==> src/rtl/rx_packet_parser.sv <==
// rx_packet_parser
//   Front end of the Q-table update block. It takes a word-serial packet,
//   checks its length, type and source, and stages the fields. When the
//   packet is good it publishes the fields on stable output registers and
//   pulses `en`. It then serves the known-CH list one entry per `kch_next`
//   until `done` arrives. Bad or self-originated packets are dropped and
//   counted.
//
// Ports
//   clk, rst               clock; asynchronous active-high reset
//   rx_valid/rx_ready      word handshake; a word is taken when both are high
//   rx_word, rx_last       packet word; rx_last marks the final word
//   fPacketType .. fQValue published header/body fields
//   fKnownCH               known-CH entry at the read pointer (0 past the end)
//   fKnownCHCount          number of known-CH entries in the published packet
//   kch_next               advance the known-CH read pointer
//   en                     one-cycle start pulse to the update block
//   done                   update block finished with the published fields
//   drop_count             dropped packets, saturating at 8'hFF
//   busy                   high while a packet is being issued or served
module rx_packet_parser #(
  parameter logic [15:0] NODE_ID = 16'h0001,
  parameter int          MAX_KCH = 4
) (
  input  logic        clk,
  input  logic        rst,
  input  logic        rx_valid,
  output logic        rx_ready,
  input  logic [15:0] rx_word,
  input  logic        rx_last,
  output logic [2:0]  fPacketType,
  output logic [15:0] fSourceID,
  output logic [15:0] fSourceHops,
  output logic [15:0] fClusterID,
  output logic [15:0] fEnergyLeft,
  output logic [15:0] fQValue,
  output logic [15:0] fKnownCH,
  output logic [15:0] fKnownCHCount,
  input  logic        kch_next,
  output logic        en,
  input  logic        done,
  output logic [7:0]  drop_count,
  output logic        busy
);

  localparam int         KW        = (MAX_KCH > 1) ? $clog2(MAX_KCH) : 1;
  localparam logic [7:0] MAX_KCH_B = 8'(MAX_KCH);

  typedef enum logic [2:0] {IDLE, FIELDS, KCH, DROP, ISSUE, WAIT_DONE} state_t;

  state_t      state, stateNext;
  logic        accept, dropInc;
  logic [2:0]  stType;
  logic [7:0]  stKch;
  logic [15:0] staging [5];   // src, hops, cluster, energy, Q
  logic [15:0] kchMem [MAX_KCH];
  logic [2:0]  fi;
  logic [7:0]  ki;
  logic [7:0]  rp, rpAdv;

  // header bits [12:8] are reserved
  logic unusedHdr;
  assign unusedHdr = ^rx_word[12:8];

  assign rx_ready = !rst && (state inside {IDLE, FIELDS, KCH, DROP});
  assign busy     = (state == ISSUE) || (state == WAIT_DONE);
  assign accept   = rx_valid && rx_ready;

  always_ff @(posedge clk or posedge rst) begin
    if (rst) state <= IDLE;
    else     state <= stateNext;
  end

  always_comb begin
    stateNext = state;
    dropInc   = 1'b0;
    // read pointer saturates at the entry count
    rpAdv     = (rp < fKnownCHCount[7:0]) ? rp + 8'd1 : rp;
    case (state)
      IDLE: if (accept) begin
        if (rx_last) begin
          dropInc = 1'b1;
        end else if (rx_word[15:13] == 3'b000 || rx_word[7:0] > MAX_KCH_B) begin
          dropInc   = 1'b1;
          stateNext = DROP;
        end else begin
          stateNext = FIELDS;
        end
      end
      FIELDS: if (accept) begin
        if (fi != 3'd4) begin
          if (rx_last) begin
            dropInc   = 1'b1;
            stateNext = IDLE;
          end
        end else if (stKch == 8'd0) begin
          if (rx_last) stateNext = ISSUE;
          else begin
            dropInc   = 1'b1;
            stateNext = DROP;
          end
        end else if (rx_last) begin
          dropInc   = 1'b1;
          stateNext = IDLE;
        end else begin
          stateNext = KCH;
        end
      end
      KCH: if (accept) begin
        if (ki == stKch - 8'd1) begin
          if (rx_last) stateNext = ISSUE;
          else begin
            dropInc   = 1'b1;
            stateNext = DROP;
          end
        end else if (rx_last) begin
          dropInc   = 1'b1;
          stateNext = IDLE;
        end
      end
      DROP: if (accept && rx_last) stateNext = IDLE;
      ISSUE: begin
        if (staging[0] == NODE_ID) begin
          dropInc   = 1'b1;
          stateNext = IDLE;
        end else begin
          stateNext = WAIT_DONE;
        end
      end
      WAIT_DONE: if (done) stateNext = IDLE;
      default: stateNext = IDLE;
    endcase
  end

  always_ff @(posedge clk or posedge rst) begin
    if (rst) begin
      stType        <= '0;
      stKch         <= '0;
      fi            <= '0;
      ki            <= '0;
      rp            <= '0;
      for (int i = 0; i < 5; i++)       staging[i] <= '0;
      for (int i = 0; i < MAX_KCH; i++) kchMem[i]  <= '0;
      fPacketType   <= '0;
      fSourceID     <= '0;
      fSourceHops   <= '0;
      fClusterID    <= '0;
      fEnergyLeft   <= '0;
      fQValue       <= '0;
      fKnownCH      <= '0;
      fKnownCHCount <= '0;
      en            <= 1'b0;
      drop_count    <= '0;
    end else begin
      if (dropInc && drop_count != 8'hFF) drop_count <= drop_count + 8'd1;
      case (state)
        IDLE: if (accept) begin
          stType <= rx_word[15:13];
          stKch  <= rx_word[7:0];
          fi     <= '0;
        end
        FIELDS: if (accept) begin
          staging[fi] <= rx_word;
          fi          <= fi + 3'd1;
          ki          <= '0;
        end
        KCH: if (accept) begin
          kchMem[ki[KW-1:0]] <= rx_word;
          ki                 <= ki + 8'd1;
        end
        ISSUE: if (staging[0] != NODE_ID) begin
          // staged fields become visible only here, so they stay frozen
          // while the update block consumes them
          fPacketType   <= stType;
          fSourceID     <= staging[0];
          fSourceHops   <= staging[1];
          fClusterID    <= staging[2];
          fEnergyLeft   <= staging[3];
          fQValue       <= staging[4];
          fKnownCHCount <= {8'd0, stKch};
          fKnownCH      <= (stKch != 8'd0) ? kchMem[0] : '0;
          rp            <= '0;
          en            <= 1'b1;
        end
        WAIT_DONE: begin
          en <= 1'b0;
          // done wins over a simultaneous kch_next
          if (!done && kch_next) begin
            rp       <= rpAdv;
            fKnownCH <= (rpAdv < fKnownCHCount[7:0]) ? kchMem[rpAdv[KW-1:0]] : '0;
          end
        end
        default: ;
      endcase
    end
  end

endmodule

==> config.mk <==
export PLATFORM = sky130hd
export DESIGN_NAME = rx_packet_parser
export DESIGN_NICKNAME = d
export VERILOG_FILES = /design/src/rtl/rx_packet_parser.sv
export SDC_FILE = /design/constraint.sdc
export NUM_CORES = 1
export LEC_CHECK = 0
export ABC_CLOCK_PERIOD_IN_PS = 9700
export BUFFER_PORTS_ARGS = -buffer_cell sky130_fd_sc_hd__buf_2
export CAP_MARGIN = 20
export CORE_UTILIZATION = 32
export DETAILED_ROUTE_END_ITERATION = 8
export SLEW_MARGIN = 20
export SYNTH_ARGS = -nofsm -noshare
export SYNTH_HDL_FRONTEND = slang
export SYNTH_SLANG_ARGS = --single-unit
==> constraint.sdc <==
create_clock -name clk -period 9.7 [get_ports clk]
set_input_delay 0.97 -clock clk [delete_from_list [all_inputs] [get_ports clk]]
set_output_delay 0.97 -clock clk [all_outputs]
set_load 0.1 [all_outputs]
### After elaboration in Yosys (flattened, before gate mapping)

Index checks and enable logic that the tools add are counted.

* add/sub/neg operators: 5
* magnitude comparators: 8
* equal/unequal tests: 18
* mux-type cells: 53
* bitwise gates (word level): 3
* reduce and logical (&&, ||, !) cells: 28

Operators by type and width (count)
* $mux 16: 8
* $bwmux 80: 1
* $bwmux 64: 1
* $demux 16 s3: 1
* $mux 3: 14
* $mux 8: 5
* $bmux 16 s2: 1
* $demux 16 s2: 1
* $pmux 16 s2: 1
* $pmux 8 s2: 2
* $add 8x1->8 const B: 3
* $pmux 3 s6: 1
* $eq 16x1->1 const B: 1
* $lt 8x8->1: 2
* $ne 16x1->1 const B: 1
* $mux 1: 12
* $ne 2x2->1 const B: 5
* $reduce_and 2->1: 5
* $reduce_and 3->1: 3
* $eq 8x8->1: 1
* $gt 8x3->1 const B: 1
* $logic_not 8->1: 1
* $ne 8x8->1 const B: 1
* $reduce_bool 8->1: 1
* 24 further kinds: 42

* bits in registers: 293
* bits of input ports: 22
* output and inout port bits: 126
* word-level logic and storage cells: 140

### Logic depth before layout (Yosys ltp)

Gate-level depths: netlist (run 1).

* depth after elaboration: 9
* gate-level depth with buffers: 18
* gate-level depth less buffers: 16

### Worst setup path after synthesis (run 1)

OpenSTA, ideal clock, no wires.

* kind: input port to flip-flop
* start: input rst
* end: register drop_count[1]
* arrival time: 4.355 ns
* data required time: 9.574 ns
* path slack: 5.220 ns
* cell stages on the path: 7
* cells stage by stage: nor2_1 > nand2_1 > a311oi_1 > or4b_1 > o221a_2 > nand2_1 > mux2_2

* cells in the longest elaborated chain, start to end: 6

Ends and longest elaborated chain
* start: declaration: line 26 `input logic rst,`
* $logic_not 1->1 (no source line) (*)
* $logic_and 1x1->1 (*): line 65 `assign rx_ready = !rst && (state inside {IDLE, FIELDS, KCH, DROP});`
* $logic_and 1x1->1 (*): line 67 `assign accept = rx_valid && rx_ready;`
* $mux 1, on equally long branches: line 109, 80, 90
* $pmux 1 s4 (*): line 79 `case (state)`
* $logic_and 1x1->1 (*): line 155 `if (dropInc && drop_count != 8'hFF) drop_count <= drop_count + 8'd1;`
* end signal: assignment: line 155
* end: declaration: line 42 `output logic [7:0] drop_count,`

Every way passes the cells marked *; elsewhere a longest branch is shown, timed or not.
A chain may end at the register's enable or synchronous reset.

### Worst setup path after layout (run 1)

* start: register rp[0]
* end: register fKnownCH[14]

* cells in the longest elaborated chain, start to end: 9

Ends and longest elaborated chain
* start: declaration: line 59 `logic [7:0] rp, rpAdv;`
* start signal: assignment: line 189 `rp <= rpAdv;`
* $add 8x1->8 / $lt 8x8->1 (equally long branches): line 78 `rpAdv = (rp < fKnownCHCount[7:0]) ? rp + 8'd1 : rp;`
* $mux 8 (*): line 78
* parallel branches: the longest is 4 deep, another holds $lt 8x8->1
* $mux 16 (*): line 190 `fKnownCH <= (rpAdv < fKnownCHCount[7:0]) ? kchMem[rpAdv[KW-1:0]] : '0;`
* $mux 16 (*): line 188 `if (!done && kch_next) begin`
* $pmux 16 s2 (*): line 156 `case (state)`
* end signal: assignment: line 181 `fKnownCH <= (stKch != 8'd0) ? kchMem[0] : '0;`
* end signal: assignment: line 190
* end: declaration: line 37 `output logic [15:0] fKnownCH,`

Mark *: on every way between the ends. The select of a mux whose other input is x is not followed.

==> results of run 1 <==
-- worst paths after layout --
check,start,to,slack [ns],depth (start not counted)
worst max-delay path,rp[0],fKnownCH[14],5.07,15
worst min-delay path,staging[6],fQValue[6],0.50,1
worst max register to register,rp[0],fKnownCH[14],5.07,15
worst min register to register,staging[6],fQValue[6],0.50,1
max in group asynchronous,rst,fKnownCH[12],7.68,3
min in group asynchronous,rst,drop_count[0],0.66,2
-- where the power goes --
| group | internal [uW] | total, uW | switching, uW |
|---|---|---|---|
| clock network | 736 | 1240 | 502 |
| registers | 1520 | 1790 | 270 |
| logic | 478 | 1070 | 597 |
| total | 2740 | 4110 | 1370 |
-- cell type report --
class	count	area, um^2
fillers	4088	26100
flip-flops and latches	293	7330
multi-input cells	647	6010
clock buffers	50	951
repair buffers	148	787
well taps	539	674
clock inverters	9	118
inverters	20	82.6
diodes	1	2.50
-- worst register-to-register path, stage by stage, from the launching register on --
cell and delay [ns]:
dfrtp_1 0.51, nand2b_1 0.22, a21o_1 0.18, a211o_1 0.34, a221oi_4 0.29, buf_4 0.39, nand4_2 0.23, nor2_1 0.19
xor2_1 0.11, ha_1 0.30, nand4_1 0.10, o211ai_1 0.32, nor2_1 0.13, nor3_4 0.84, a2bb2oi_1 0.26, a21oi_1 0.08
-- metrics by stage --
step                      area, um^2  hold slack [ns]
after detailed placement       14800            0.487
final                          16000            0.497
after floorplan                13700            0.471
after CTS                      15900            0.492
after global placement         14800            0.482
after global routing           16000            0.504
-- layout by cell type (no fill, tap or decap), types with 8 or more instances in the layout --
cell / netlist / routed
ha_1: 26 / 26
clkbuf_1: 47 / 12
o21ai_0: 29 / 29
nor2_1: 37 / 35
a2bb2oi_2: 10 / 10
buf_2: 2 / 139
nor3_1: 8 / 8
conb_1: 1 / 8
a21oi_1: 16 / 16
dfrtp_1: 293 / 293
inv_1: 20 / 19
nand4_1: 11 / 11
xnor2_1: 20 / 20
mux4_2: 17 / 17
mux2i_1: 64 / 64
clkbuf_16: 0 / 34
nand2_1: 44 / 44
nand3_1: 14 / 12
mux2_2: 247 / 247
a21oi_2: 10 / 10
-- cells by family (layout without fill, tap and decap cells) --
family                     Yosys count  after routing  share of synthesized area, %
AOI/OAI and AO/OA                  111            111                          6.18
xor gates and xnor gates            24             24                          1.54
adders and majority gates           26             26                          2.38
buffers and inverters               87            227                          2.82
DFF                                293            293                          53.7
muxes                              328            328                          27.9
other                                1              9                        0.0275
and+or+nand+nor                    150            150                          5.52
-- routing by layer --
layer	global-route usage, %	part of all wire (%)	vias to the layer above
met2	27.0	50	140
li1	-	-	3950
met4	4.64	1.9	0
met1	20.5	43	4515
met3	3.37	4.7	52
met5	0	0	-
-- sequential cells by signal (all words and copies together), names as in the netlist --
name and count:
drop_count 8, en 1, fClusterID 16, fEnergyLeft 16
fKnownCH 16, fKnownCHCount 8, fPacketType 3, fQValue 16
fSourceHops 16, fSourceID 16, fi 3, kchMem 64
ki 8, rp 8, stKch 8, stType 3
staging 80, state 3
==> impl_metrics.py, run 1 <==
metrics = {
    "clock_tree": {
        "cts_tree": "done",
        "cts_buffer_depth": 3,
        "cts.sinks": 293,
        "clk_pin_slew_ns": 0.06,
        "hold_buffers": 0,
        "clk_latency_ns": 0.53,
        "htree_num_levels": 2,
        "root_buffer": "clkbuf_16",
        "cts_buffers": 34,
        "postCtsSetupRepairBufs": 0,
        "cts_resized": 0,
    },
    "logic_synthesis": {
        "synthTopCellsByArea": "dfrtp_1, mux2_2, mux2i_1",
        "synth_enable_flop_cells": 0,
        "syn_area_per_cell_um2": 13.4,
        "netlist_top_cells_count": "dfrtp_1, mux2_2, mux2i_1",
        "syn_inst": 1020,
        "synth_flop_cell": "dfrtp_1",
        "netlist_area_um2": 13700,
        "ys_async_sr_fraction_pct": 100,
        "synth_top_area_cell": "dfrtp_1",
        "ys_seq_area_share_pct": 53.7,
        "yosysWarnings": 0,
        "synth_most_common_cell": "dfrtp_1",
        "yosysTopAreaCellShare_pct": 53.7,
        "yosys.cell_types.count": 58,
        "ys_ff_latch": 293,
    },
    "place": {
        "place_hpwl_mm": 22.3,
        "pre_cts_slack_ns": 5.06,
        "io_buffers": 139,
        "gp_congestion": 0.813,
        "dp_cells": 1646,
    },
    "critical_path": {
        "arrival_ns": 5.00,
        "crit_path_frequent_cell": "nor2_1",
        "crit_path_start_kind": "flop",
        "cp_slowest_stage_delay_ns": 0.84,
        "slowest_stage": "nor3_4",
        "end_kind": "flop",
        "crit_path_cell_trace": "nand2b_1 -> a21o_1 -> a211o_1 -> a221oi_4 -> buf_4 -> nand4_2 -> nor2_1 -> xor2_1 -> ha_1 -> nand4_1 -> o211ai_1 -> nor2_1 -> nor3_4 -> a2bb2oi_1 -> a21oi_1",
        "cp_max_fo": 21,
        "worstSetupPathType": "flop to flop",
        "path_buf_inv": 1,
        "cp_top_family": "simple AND/OR/NAND/NOR gates",
        "required_ns": 10.07,
    },
    "floorplanning": {
        "rows": 75,
        "initial_utilization_pct": 32.5,
        "pin_count": 148,
        "die_x_um": 209,
        "core_um2": 42000,
        "die_area_um2": 43500,
        "fp.dieH_um": 209,
    },
    "global_route": {
        "overflow": 0,
        "grt_pass1_vias": 8969,
        "grt_use_total_pct": 15.9,
        "antenna_found_initial": 0,
        "grt_pass1_wl_mm": 53.9,
        "grt_max_degree": 138,
    },
    "drt": {
        "wirelength_mm": 34.2,
        "num_vias": 8657,
        "ant_nets": 0,
        "detail_route.wl_per_cell_um": 20.1,
        "drt_iter0_drc": 405,
        "drc": 0,
        "dr.pass1.iters": 5,
        "via_per_inst": 5.07,
    },
    "timing": {
        "worst_pin_slew_ns": 1.08,
        "setup_viol_count_final": 0,
        "worst_clock_skew_ns": 0.0281,
        "period_share_pct": 47.7,
        "slew_headroom_pct": 27.8,
        "rsz0062_at_grt": "no",
        "drv_slew": 0,
        "timing.setup.tns_ns": 0,
        "max_clock_freq_mhz": 216,
        "hold_viol_final": 0,
        "setup_ws_ns": 5.07,
        "finalCriticalPeriod_ns": 4.63,
    },
    "worst_hold_path": {
        "hold_class": "flop to flop",
    },
    "power_and_ir_drop": {
        "p_total_uw": 4110,
        "ir_worst_vdd_v": 0.000122,
        "leakagePower_uw": 0.00757,
        "p_per_area_nw_per_um2": 257,
    },
    "finish": {
        "area_growth_pct": 16.8,
        "nNetsFinal": 1192,
        "stdcell_count": 1707,
        "final_util_pct": 38.0,
        "drive_above_1_share_pct": 42.1,
    },
    "outcome": {
        "status": "finished, final reports clean",
    },
    "job": {
        "cap_violations": 0,
    },
}
No activity file was read; power rests on OpenSTA's default activity.
==> run 2: changes to the inputs <==
ABC_CLOCK_PERIOD_IN_PS = 4200   (was 9700)
clock period = 4.2 ns   (was 9.7 ns; I/O delays follow)
==> run 2 against run 1 <==
  * Cell count is 0.70% higher
  * Wire length shrank 0.41%
  * Clock-buffer cell count increased by 2
  * Worst setup slack worse by 4.8 ns
  * Critical path depth is 3 higher
  * Global-route usage hardly changed
  * Highest routed layer unchanged
==> impl_metrics.py, run 2 (synthesis gave the netlist of run 1 again) <==
metrics = {
    "outcome": {
        "status": "finished, final reports clean",
    },
    "critical_path": {
        "crit_path_start_kind": "flop",
        "arrival_ns": 4.32,
        "end_kind": "flop",
        "cp_max_fo": 16,
        "r2r-start": "fKnownCHCount[1]",
        "rrSetupSlack_ns": 0.30,
        "rr_endpoint": "fKnownCH[12]",
        "worstSetupPathType": "flop to flop",
        "required_ns": 4.63,
        "worstRegToRegCells": 18,
    },
    "clock_tree": {
        "clk_pin_slew_ns": 0.06,
        "cts_buffer_depth": 3,
        "cts.sinks": 293,
        "clk_latency_ns": 0.52,
        "cts_tree": "done",
        "root_buffer": "clkbuf_16",
        "htree_num_levels": 2,
        "cts_buffers": 34,
    },
    "finish": {
        "largest_reg_flops": 80,
        "area_growth_pct": 18.1,
        "final_cell_mix": "dfrtp_1, mux2_2, buf_2, mux2i_1, nand2_1",
        "layout.area.seq_um2": 7330,
        "multi_input_area_um2": 6020,
        "drive_above_1_share_pct": 43.2,
        "final_util_pct": 38.4,
        "largestRegisters": "staging x80, kchMem x64",
        "layout_commonest_cell": "dfrtp_1",
        "nNetsFinal": 1203,
        "regMostFlops": "staging",
        "num-fill-cells": 4083,
    },
    "global_route": {
        "grt_pass1_vias": 8941,
        "antenna_found_initial": 0,
        "overflow": 0,
        "grt_max_degree": 104,
        "grt_pass1_wl_mm": 54.0,
        "grt_use_total_pct": 15.9,
    },
    "floorplanning": {
        "initial_utilization_pct": 32.5,
        "die_x_um": 209,
        "pin_count": 148,
        "rows": 75,
        "fp.dieH_um": 209,
        "core_um2": 42000,
        "die_area_um2": 43500,
    },
    "drt": {
        "dr.pass1.iters": 5,
        "detail_route.wl_per_cell_um": 19.8,
        "wirelength_mm": 34.1,
        "ant_nets": 0,
        "drt_iter0_drc": 421,
        "drc": 0,
        "num_vias": 8665,
        "via_per_inst": 5.04,
    },
    "power_and_ir_drop": {
        "ir_worst_vdd_v": 0.000306,
        "p_total_uw": 9600,
        "p_per_area_nw_per_um2": 595,
        "leakagePower_uw": 0.00767,
    },
    "timing": {
        "period_share_pct": 92.8,
        "setup_viol_count_final": 0,
        "finalCriticalPeriod_ns": 3.90,
        "rsz0062_at_grt": "no",
        "slew_headroom_pct": 34.7,
        "drv_slew": 0,
        "worst_clock_skew_ns": 0.0251,
        "max_clock_freq_mhz": 257,
        "worst_pin_slew_ns": 0.978,
        "hold_viol_final": 0,
    },
    "place": {
        "gp_congestion": 0.879,
        "io_buffers": 139,
        "place_hpwl_mm": 22.5,
    },
    "job": {
        "cap_violations": 0,
    },
    "worst_hold_path": {
        "hold_class": "input pin to asynchronous set/reset pin",
    },
}
[run 2: cell count changes in the layout (fill, tap and decap cells not counted), sizes merged]
cell / before / now
inv: 22 / 21
clkbuf: 50 / 52
clkinvlp: 0 / 2
buf: 148 / 159
clkinv: 5 / 3
[run 2: layer usage]
metal,global-route usage (%),vias to the layer above,routed length [um]
met2,26.3,175,16300
met3,3.46,45,1650
met5,0,-,0
met4,4.01,0,630
met1,21.3,4488,15600
li1,-,3957,-
[run 2: cell type report]
type	count	area share, %
inverters	20	0.489
clock buffers	52	6.38
well taps	539	4.18
flip-flops and latches	293	45.4
diodes	1	0.0155
clock inverters	8	0.620
repair buffers	159	5.58
multi-input cells	647	37.3
[run 2: worst max-delay path, cell delays in order, from the launching register on]
cell	delay (ns)
dfrtp_1	0.36
inv_1	0.06
ha_1	0.29
a21o_1	0.16
a211o_1	0.34
a221o_2	0.41
or3_1	0.40
xnor2_1	0.15
ha_1	0.19
a21oi_1	0.13
nor2b_1	0.06
o21ai_0	0.14
o211ai_1	0.10
buf_4	0.16
nor4_2	0.26
nor3_2	0.08
buf_6	0.18
a2bb2oi_1	0.16
a21oi_1	0.15
[run 2: worst max path at each step]
stage / end / depth (start not counted) / slack [ns] / start
after global routing: fKnownCH[10] / 18 / 0.02 / fKnownCHCount[1]
after floorplan: fKnownCH[0] / 15 / -0.23 / fKnownCHCount[1]
after global placement: fKnownCH[3] / 17 / 0.26 / fKnownCHCount[1]
final: fKnownCH[12] / 18 / 0.30 / fKnownCHCount[1]
after CTS: fKnownCH[12] / 17 / 0.11 / fKnownCHCount[1]
after detailed placement: fKnownCH[12] / 17 / 0.16 / fKnownCHCount[1]
[run 2: power breakdown]
part           total, uW  switching (uW)  internal [uW]
clock               2970            1160           1810
combinational       2510            1400           1110
sequential          4110             589           3520
total               9600            3150           6450
[run 2: repair_timing]
item	in CTS	in global routing
buffers inserted	0	2
gates resized for setup	0	5
hold buffers	0	0
endpoints found under the setup margin	0	16
hold endpoints to repair	0	0
[run 2: metrics by stage]
step	hold WS (ns)	setup WS [ns]	setup TNS, ns	instance area, um^2	instances
CTS	0.113	0.110	0	16100	1716
floorplan	0.471	-0.230	-34.68	13700	1027
detailed placement	0.488	0.156	0	15000	1656
global route	0.154	0.0201	0	16100	1718
finish	0.0996	0.303	0	16100	1719
global placement	0.482	0.262	0	15000	1656
==> run 3: changes to the inputs <==
GPL_TIMING_DRIVEN = 0   (was not set)
==> run 3 against run 2 <==
  * Utilization grew 1.2 points
  * Sequential share of layout area shrank 1.4 points
  * Hold slack better by 0.0070 ns
  * Sequential power is 1% lower
  * Non-clock buffer count grew 66
  * Total power rose by 1.6%
  * Combinational power is 8% higher
==> impl_metrics.py, run 3 (synthesis gave the netlist of run 1 again) <==
metrics = {
    "critical_path": {
        "crit_path_start_kind": "flop",
        "arrival_ns": 4.58,
        "worstSetupPathType": "flop to flop",
        "rr_endpoint": "fKnownCH[14]",
        "r2r-start": "rp[0]",
        "crit_start": "rp[0]",
        "crit_path_end": "fKnownCH[14]",
        "worstRegToRegCells": 15,
        "rrSetupSlack_ns": 0.05,
        "required_ns": 4.63,
        "cp_max_fo": 9,
        "end_kind": "flop",
    },
    "drt": {
        "dr.pass1.iters": 4,
        "num_vias": 8898,
        "drc": 0,
        "detail_route.wl_per_cell_um": 20.1,
        "drt_iter0_drc": 451,
        "wirelength_mm": 35.9,
        "via_per_inst": 4.99,
        "ant_nets": 0,
    },
    "floorplanning": {
        "die_area_um2": 43500,
        "fp.dieH_um": 209,
        "rows": 75,
        "initial_utilization_pct": 32.5,
        "pin_count": 148,
        "core_um2": 42000,
        "die_x_um": 209,
    },
    "power_and_ir_drop": {
        "p_per_area_nw_per_um2": 586,
        "leakagePower_uw": 0.00788,
        "ir_worst_vdd_v": 0.000335,
    },
    "timing": {
        "finalCriticalPeriod_ns": 4.15,
        "slew_headroom_pct": 24.1,
        "drv_slew": 0,
        "setup_viol_count_final": 0,
        "worst_pin_slew_ns": 1.14,
        "hold_viol_final": 0,
        "worst_clock_skew_ns": 0.0153,
        "timing.setup.tns_ns": 0,
        "period_share_pct": 98.9,
        "rsz0062_at_grt": "yes",
        "max_clock_freq_mhz": 241,
    },
    "clock_tree": {
        "cts_tree": "done",
        "cts.sinks": 293,
        "cts_buffers": 31,
        "clk_pin_slew_ns": 0.06,
        "cts_buffer_depth": 3,
        "clk_latency_ns": 0.57,
        "htree_num_levels": 1,
        "root_buffer": "clkbuf_16",
    },
    "finish": {
        "final_cell_mix": "dfrtp_1, mux2_2, buf_2, mux2i_1, clkbuf_1",
        "drive_above_1_share_pct": 43.0,
        "final_util_pct": 39.6,
        "fin_area_um2": 16600,
        "area_growth_pct": 21.8,
        "nNetsFinal": 1266,
        "layout.area.seq_um2": 7330,
        "regMostFlops": "staging",
        "largest_reg_flops": 80,
        "largestRegisters": "staging x80, kchMem x64",
        "multi_input_area_um2": 6120,
        "layout_commonest_cell": "dfrtp_1",
        "num-fill-cells": 3998,
    },
    "place": {
        "io_buffers": 139,
        "dpl_cell_area_um2": 15200,
        "place_hpwl_mm": 25.2,
        "gp_congestion": 0.836,
    },
    "outcome": {
        "status": "finished, final reports clean",
    },
    "global_route": {
        "grt_pass1_wl_mm": 55.3,
        "overflow": 0,
        "antenna_found_initial": 0,
        "grt_max_degree": 34,
        "grt_pass1_vias": 9257,
        "grt_use_total_pct": 16.5,
    },
    "worst_hold_path": {
        "hold_class": "input pin to flop",
    },
    "job": {
        "cap_violations": 0,
    },
}
## run 3: cell count changes in the layout (fill, tap and decap cells not counted), sizes merged
cell,before,now
dlygate4sd3,0,1
bufinv,2,5
clkinv,3,7
clkbuf,52,90
inv,21,20
clkinvlp,2,3
buf,159,177
## run 3: what timing repair did
action,4_1_cts,5_1_grt
gates resized for setup,8,21
hold buffers,1,0
pin swaps,5,27
hold endpoints to repair,22,0
setup endpoints to repair,16,16
buffers inserted,6,9
## run 3: metrics by stage
step	instances	total power [uW]	worst slack [ns]	hold WS, ns
2_1_floorplan	1027	6110	-0.230	0.471
3_3_place_gp	1705	6630	-1.98	0.482
3_5_place_dp	1714	6740	-0.373	0.487
4_1_cts	1779	9790	0.0211	0.0925
5_1_grt	1782	10200	-0.141	0.100
6_report	1783	9750	0.0476	0.107
## run 3: worst min-delay path by stage
stage               startpoint         end  slack [ns]  depth (start not counted)
floorplan                ki[7]       ki[7]        0.47                          1
global placement            en          en        0.48                          2
detailed placement  staging[2]  fQValue[2]        0.49                          1
CTS                       done    state[2]        0.09                          2
global route              done    state[2]        0.10                          2
finish                    done    state[2]        0.11                          2
## run 3: cell type report
type                            instances  area share (%)
Clock inverter                         15            1.35
Multi-Input combinational cell        647            36.8
Inverter                               20           0.474
Tap cell                              539            4.05
Timing Repair Buffer                  158            5.85
Buffer                                 67            1.92
Antenna cell                            1          0.0150
Sequential cell                       293            44.1
Clock buffer                           43            5.47
## run 3: routing by layer
layer  up-vias  share of wire (%)  global-route usage [%]
met2       195                 47                    26.8
met1      4542                 45                    21.9
met4         0                3.0                    6.41
met3        57                5.5                    2.83
met5         -                  0                       0
li1       4104                  -                       -
## run 3: power breakdown
part / switching, uW / internal (uW) / total, uW
logic: 1510 / 1190 / 2700
clock network: 1170 / 1820 / 2990
registers: 545 / 3520 / 4070
## run 3: critical path, cell delays in order, from the launching register on
cell and delay (ns):
dfrtp_1 0.39, buf_6 0.15, nand2b_4 0.13, a21o_1 0.18, a211o_1 0.31, a221o_2 0.46
or3_4 0.39, xnor2_1 0.15, ha_2 0.33, nand4_1 0.15, o211ai_1 0.41, nor4_2 0.11
nor3_4 0.23, buf_12 0.15, a2bb2oi_1 0.32, a21oi_1 0.11
